--- src/rtl/deadtime_if.sv ---
// Command/config/gate-drive bundle for one half-bridge phase of deadtime_output_driver.
// Fault signals exist only when DEADTIME_DRIVER_FAULT_EN is defined.
interface deadtime_if;
  logic        enable;
  logic        cmd_in;
  logic [31:0] deadtime_in;
  logic [31:0] min_on_in;
  logic        load_cfg;
  logic        out_hi;
  logic        out_lo;
  logic        out_hi_n;
  logic        out_lo_n;
  logic        busy;
`ifdef DEADTIME_DRIVER_FAULT_EN
  logic        fault_in;
  logic        fault_clr;
  logic        fault_latched;
`endif

  modport slave (
`ifdef DEADTIME_DRIVER_FAULT_EN
    input  fault_in,
    input  fault_clr,
    output fault_latched,
`endif
    input  enable,
    input  cmd_in,
    input  deadtime_in,
    input  min_on_in,
    input  load_cfg,
    output out_hi,
    output out_lo,
    output out_hi_n,
    output out_lo_n,
    output busy
  );

  modport master (
`ifdef DEADTIME_DRIVER_FAULT_EN
    output fault_in,
    output fault_clr,
    input  fault_latched,
`endif
    output enable,
    output cmd_in,
    output deadtime_in,
    output min_on_in,
    output load_cfg,
    input  out_hi,
    input  out_lo,
    input  out_hi_n,
    input  out_lo_n,
    input  busy
  );
endinterface

--- src/rtl/deadtime_output_driver.sv ---
// Complementary gate driver with programmable dead time and minimum on-time.
// Optional fault latch enabled by defining DEADTIME_DRIVER_FAULT_EN.
module deadtime_output_driver #(
  parameter logic [31:0] DEFAULT_DEADTIME = 32'd100,
  parameter logic [31:0] DEFAULT_MIN_ON   = 32'd0
) (
  input logic       clk,
  input logic       reset,
  deadtime_if.slave bus
);

  typedef enum logic [1:0] {StOff, StDt, StHi, StLo} state_e;

  state_e      state_q, state_d;
  logic [31:0] cnt_q, cnt_d;
  logic [31:0] dt_q, mo_q;
  logic [31:0] dt_eff, mo_eff;
  logic        out_hi_q, out_lo_q, busy_q;
  logic        fault_block;

  assign dt_eff = (dt_q == 32'd0) ? 32'd1 : dt_q;
  assign mo_eff = (mo_q == 32'd0) ? 32'd1 : mo_q;

`ifdef DEADTIME_DRIVER_FAULT_EN
  logic fault_q, fault_d;

  // A new fault beats a simultaneous clear; the clearing cycle itself still holds OFF.
  always_comb begin
    fault_d = fault_q;
    if (bus.fault_in) begin
      fault_d = 1'b1;
    end else if (bus.fault_clr) begin
      fault_d = 1'b0;
    end
  end

  assign fault_block       = bus.fault_in | fault_q;
  assign bus.fault_latched = fault_q;

  always_ff @(posedge clk) begin
    if (reset) begin
      fault_q <= 1'b0;
    end else begin
      fault_q <= fault_d;
    end
  end
`else
  assign fault_block = 1'b0;
`endif

  always_comb begin
    state_d = state_q;
    cnt_d   = cnt_q;
    if (fault_block || !bus.enable) begin
      state_d = StOff;
      cnt_d   = 32'd0;
    end else begin
      unique case (state_q)
        StOff: begin
          state_d = StDt;
          cnt_d   = 32'd1;
        end
        StDt: begin
          if (cnt_q >= dt_eff) begin
            state_d = bus.cmd_in ? StHi : StLo;
            cnt_d   = 32'd1;
          end else begin
            cnt_d = cnt_q + 32'd1;
          end
        end
        StHi, StLo: begin
          // Command is only looked at once the minimum on-time has elapsed.
          if ((bus.cmd_in == (state_q == StLo)) && (cnt_q >= mo_eff)) begin
            state_d = StDt;
            cnt_d   = 32'd1;
          end else begin
            cnt_d = (cnt_q >= mo_eff) ? mo_eff : cnt_q + 32'd1;
          end
        end
        default: begin
          state_d = StOff;
          cnt_d   = 32'd0;
        end
      endcase
    end
  end

  always_ff @(posedge clk) begin
    if (reset) begin
      state_q  <= StOff;
      cnt_q    <= 32'd0;
      dt_q     <= DEFAULT_DEADTIME;
      mo_q     <= DEFAULT_MIN_ON;
      out_hi_q <= 1'b0;
      out_lo_q <= 1'b0;
      busy_q   <= 1'b0;
    end else begin
      state_q  <= state_d;
      cnt_q    <= cnt_d;
      out_hi_q <= (state_d == StHi);
      out_lo_q <= (state_d == StLo);
      busy_q   <= (state_d == StDt);
      if (bus.load_cfg) begin
        dt_q <= bus.deadtime_in;
        mo_q <= bus.min_on_in;
      end
    end
  end

  assign bus.out_hi   = out_hi_q;
  assign bus.out_lo   = out_lo_q;
  assign bus.out_hi_n = ~out_hi_q;
  assign bus.out_lo_n = ~out_lo_q;
  assign bus.busy     = busy_q;

endmodule

--- src/flat_wrapper.sv ---
// flat-port wrapper written by rule: the top's interface ports become plain ports
module deadtime_output_driver_flat 
#(
  parameter logic [31:0] DEFAULT_DEADTIME = 32'd100,
  parameter logic [31:0] DEFAULT_MIN_ON   = 32'd0
)
  (clk, reset, bus_enable, bus_cmd_in, bus_deadtime_in, bus_min_on_in, bus_load_cfg, bus_out_hi, bus_out_lo, bus_out_hi_n, bus_out_lo_n, bus_busy);
  deadtime_if bus_i ();
  input logic clk;
  input logic reset;
  input wire logic [$bits(bus_i.enable)-1:0] bus_enable;
  input wire logic [$bits(bus_i.cmd_in)-1:0] bus_cmd_in;
  input wire logic [$bits(bus_i.deadtime_in)-1:0] bus_deadtime_in;
  input wire logic [$bits(bus_i.min_on_in)-1:0] bus_min_on_in;
  input wire logic [$bits(bus_i.load_cfg)-1:0] bus_load_cfg;
  output wire logic [$bits(bus_i.out_hi)-1:0] bus_out_hi;
  output wire logic [$bits(bus_i.out_lo)-1:0] bus_out_lo;
  output wire logic [$bits(bus_i.out_hi_n)-1:0] bus_out_hi_n;
  output wire logic [$bits(bus_i.out_lo_n)-1:0] bus_out_lo_n;
  output wire logic [$bits(bus_i.busy)-1:0] bus_busy;
  assign bus_i.enable = bus_enable;
  assign bus_i.cmd_in = bus_cmd_in;
  assign bus_i.deadtime_in = bus_deadtime_in;
  assign bus_i.min_on_in = bus_min_on_in;
  assign bus_i.load_cfg = bus_load_cfg;
  assign bus_out_hi = bus_i.out_hi;
  assign bus_out_lo = bus_i.out_lo;
  assign bus_out_hi_n = bus_i.out_hi_n;
  assign bus_out_lo_n = bus_i.out_lo_n;
  assign bus_busy = bus_i.busy;
  deadtime_output_driver #(.DEFAULT_DEADTIME(DEFAULT_DEADTIME), .DEFAULT_MIN_ON(DEFAULT_MIN_ON)) u_core (.clk(clk), .reset(reset), .bus(bus_i));
endmodule
--- config.mk ---
export PLATFORM = sky130hd
export DESIGN_NAME = deadtime_output_driver_flat
export DESIGN_NICKNAME = d
export VERILOG_FILES = /design/src/rtl/deadtime_if.sv /design/src/rtl/deadtime_output_driver.sv /design/src/flat_wrapper.sv
export SDC_FILE = /design/constraint.sdc
export NUM_CORES = 1
export LEC_CHECK = 0
export ABC_AREA = 0
export BUFFER_PORTS_ARGS = -buffer_cell sky130_fd_sc_hd__buf_2
export CORE_UTILIZATION = 40
export CTS_BUF_LIST = sky130_fd_sc_hd__clkbuf_4
export CTS_CLUSTER_SIZE = 16
export DETAILED_ROUTE_END_ITERATION = 7
export SKIP_LAST_GASP = 1
export SYNTH_ARGS = -nofsm -noshare
export SYNTH_HDL_FRONTEND = slang
export SYNTH_SLANG_ARGS = --single-unit
--- constraint.sdc ---
create_clock -name clk -period 5.2 [get_ports clk]
set_input_delay 0.52 -clock clk [delete_from_list [all_inputs] [get_ports clk]]
set_output_delay 0.52 -clock clk [all_outputs]
set_load 0.01 [all_outputs]
==> flow_summary.ini <==
[sta]
hold_viol_final = 0
fin_ws_ps = 1550
whs_ps = 261
fin_skew_ps = 27.6
maxSlewViolCount = 0
tns_ps = 0
clock.fmax_mhz = 274
finalCritPeriodShare = 0.701
worst_pin_slew_ps = 1070
setup_viol = 0
fin_crit_ps = 3650
max_slew_margin = 0.289
rsz0062_at_grt = no

[critical_path]
worstPathMaxFanout = 19
crit_required_ps = 5600
slowest_stage = nor4b_4
max_stage_delay_ps = 730
cp_cell_sequence = nor4_1 > nand4_1 > o21bai_1 > ha_1 > nand2b_1 > a2111oi_0 > or4_1 > a311oi_4 > nor4b_4 > a22oi_4 > o2bb2ai_1
end_kind = flop
timing_worst_setup_path_type = reg2reg
r2r_setup_slack_ps = 1550
cp_data_arrival_time_ps = 4050
crit_path_start_kind = flop

[placement]
dpl_worst_slack_ps = 1600
place_inst = 894
dpl-instance-area_sq_mm = 0.00631
dp_hpwl_um = 10800
place.gp.congestion = 0.870
portBuffers = 73

[detailed_routing]
ant_nets = 0
drt_pass1_iterations = 4
drt_drc_violations_left = 0
via_per_inst = 5.33
drt-initial-drc-count = 195
num_vias = 4848
wl_per_cell_um = 15.4
routed_wl_um = 14000

[global_route]
grt_pass1_wl_um = 22800
grt_pass1_vias = 4691
antenna_found_initial = 0
grt_use_total = 0.198
gr-total-overflow = 0
grt_max_degree = 68

[floorplan]
fp.dieW_um = 122
num_rows = 43
core_area_sq_mm = 0.0140
start_util = 0.414
dieHeight_um = 122
dieArea_sq_mm = 0.0150
ios = 74

[hold_path]
min_path_type = in2reg

[clocking]
cts_resized = 0
clock_latency_ps = 480
cts_tree = done
cts_buffers = 9
cts_max_level = 3
cts_num_sinks = 101
root_buffer = clkbuf_4
cts_hold_buffers = 0
post_cts_buffers = 0
clk_pin_slew_ps = 170
clock_path_buffers = 2

[pwr]
power_mw = 1.43
p_per_area_mw_per_mm2 = 221
ir_drop_v = 0.000155
p_leak_nw = 2.83

[run]
maxCapViolCount = 0

[layout]
drive_above_1_share = 0.130
diodes = 0
final_core_util = 0.461
syn_to_final_growth_pct = 11.2
final_nets = 859
stdcell_area_sq_mm = 0.00644
instances_no_fill = 909

[synth]
syn-num-nets = 797
ys.flop_type = dfxtp_1
synth_cell_types = 48
yosysSeqAreaShare = 0.349
ys_async_sr_fraction = 0
synth_enable_flop_cells = 0
ys_ff_latch = 101
synthCells = 663
yosysWarnings = 0
avgSynthCellArea_sq_um = 8.74
synth_area_sq_mm = 0.00580

[outcome]
status = finished clean
[final timing paths]
path                       to  depth (start not counted)               from
max          u_core.cnt_q[18]                         11    u_core.dt_q[24]
min           u_core.mo_q[14]                          3  bus_min_on_in[14]
max reg2reg  u_core.cnt_q[18]                         11    u_core.dt_q[24]
min reg2reg  u_core.cnt_q[12]                          1    u_core.mo_q[12]
[Yosys cell counts (2+ instances only)]
library cell  instances  share of area
a21boi_1              2         0.0026
a21oi_1              35          0.030
a221oi_1              2         0.0030
and3_1               14          0.015
and4_1                5         0.0076
buf_1                 4         0.0026
buf_2                 3         0.0026
clkbuf_1             17          0.011
dfxtp_1             101           0.35
ha_1                 65           0.14
inv_1                70          0.045
mux2i_1              61           0.11
nand2_1              40          0.026
nand2b_1              2         0.0022
nand3_1              20          0.017
nand4_1              18          0.019
nor2_1               74          0.048
nor2b_1               3         0.0032
nor3_1                5         0.0043
nor4_1               17          0.018
o211ai_1              4         0.0052
o21a_1                3         0.0039
o21ai_0               9         0.0078
o21ai_1              15          0.013
o21bai_1              2         0.0026
o2bb2ai_1            20          0.030
or3_1                 2         0.0022
or4_1                 2         0.0026
xnor2_1              11          0.017
xor2_1               19          0.029
[cell families after synthesis]
logic type | after synthesis | share of synthesized area
muxes | 61 | 0.105
buffers and inverters | 95 | 0.0635
AOI/OAI and AO/OA | 106 | 0.125
and+or+nand+nor | 205 | 0.172
xor gates and xnor gates | 30 | 0.0453
DFF | 101 | 0.349
adders and majority gates | 65 | 0.140
[critical path: cells and delay by family, from the launching register on]
kind	cells	cell delay, ps
fa+ha+maj	1	240
simple gates	5	1670
compound gates	5	1320
flops	1	360
[cell usage in the layout, fill, tap and decap left out, types with 2 or more instances in the layout]
master,instances
a21boi_1,2
a21oi_1,35
a221oi_1,2
and3_1,14
and4_1,5
buf_2,72
buf_4,4
clkbuf_4,9
clkinv_2,2
clkinvlp_4,2
dfxtp_1,101
ha_1,65
inv_1,70
mux2i_1,61
nand2_1,40
nand2b_1,2
nand3_1,20
nand4_1,18
nor2_1,74
nor2b_1,3
nor3_1,4
nor4_1,17
o211ai_1,4
o21a_1,3
o21ai_0,9
o21ai_1,15
o21bai_1,2
o2bb2ai_1,20
or3_1,2
or4_1,2
xnor2_1,11
xor2_1,19
[sequential cells by signal, indices dropped and copies added, names as in the netlist]
| register | flops |
|---|---|
| u_core.dt_q | 32 |
| u_core.state_q | 2 |
| u_core.bus.busy | 1 |
| u_core.cnt_q | 32 |
| u_core.bus.out_hi | 1 |
| u_core.bus.out_lo | 1 |
| u_core.mo_q | 32 |
[area by class of cell]
class	instances	area, sq um
Sequential cell	101	2020
Fill cell	1372	7540
Inverter	70	263
Timing Repair Buffer	76	390
Multi-Input combinational cell	467	3410
Tap cell	180	225
Clock buffer	9	67.6
Clock inverter	6	63.8
[layer usage]
metal  GRT usage  part of all wire
met1       0.233              0.44
met2       0.360              0.51
met3      0.0451             0.040
met4      0.0450             0.012
met5           0                 0
[where the power goes]
group | switching (mW) | internal, mW
sequential | 0.0319 | 0.805
combinational | 0.0942 | 0.0840
clock | 0.267 | 0.144
total | 0.394 | 1.03
Note: power is estimated with default switching activity, not from simulation.
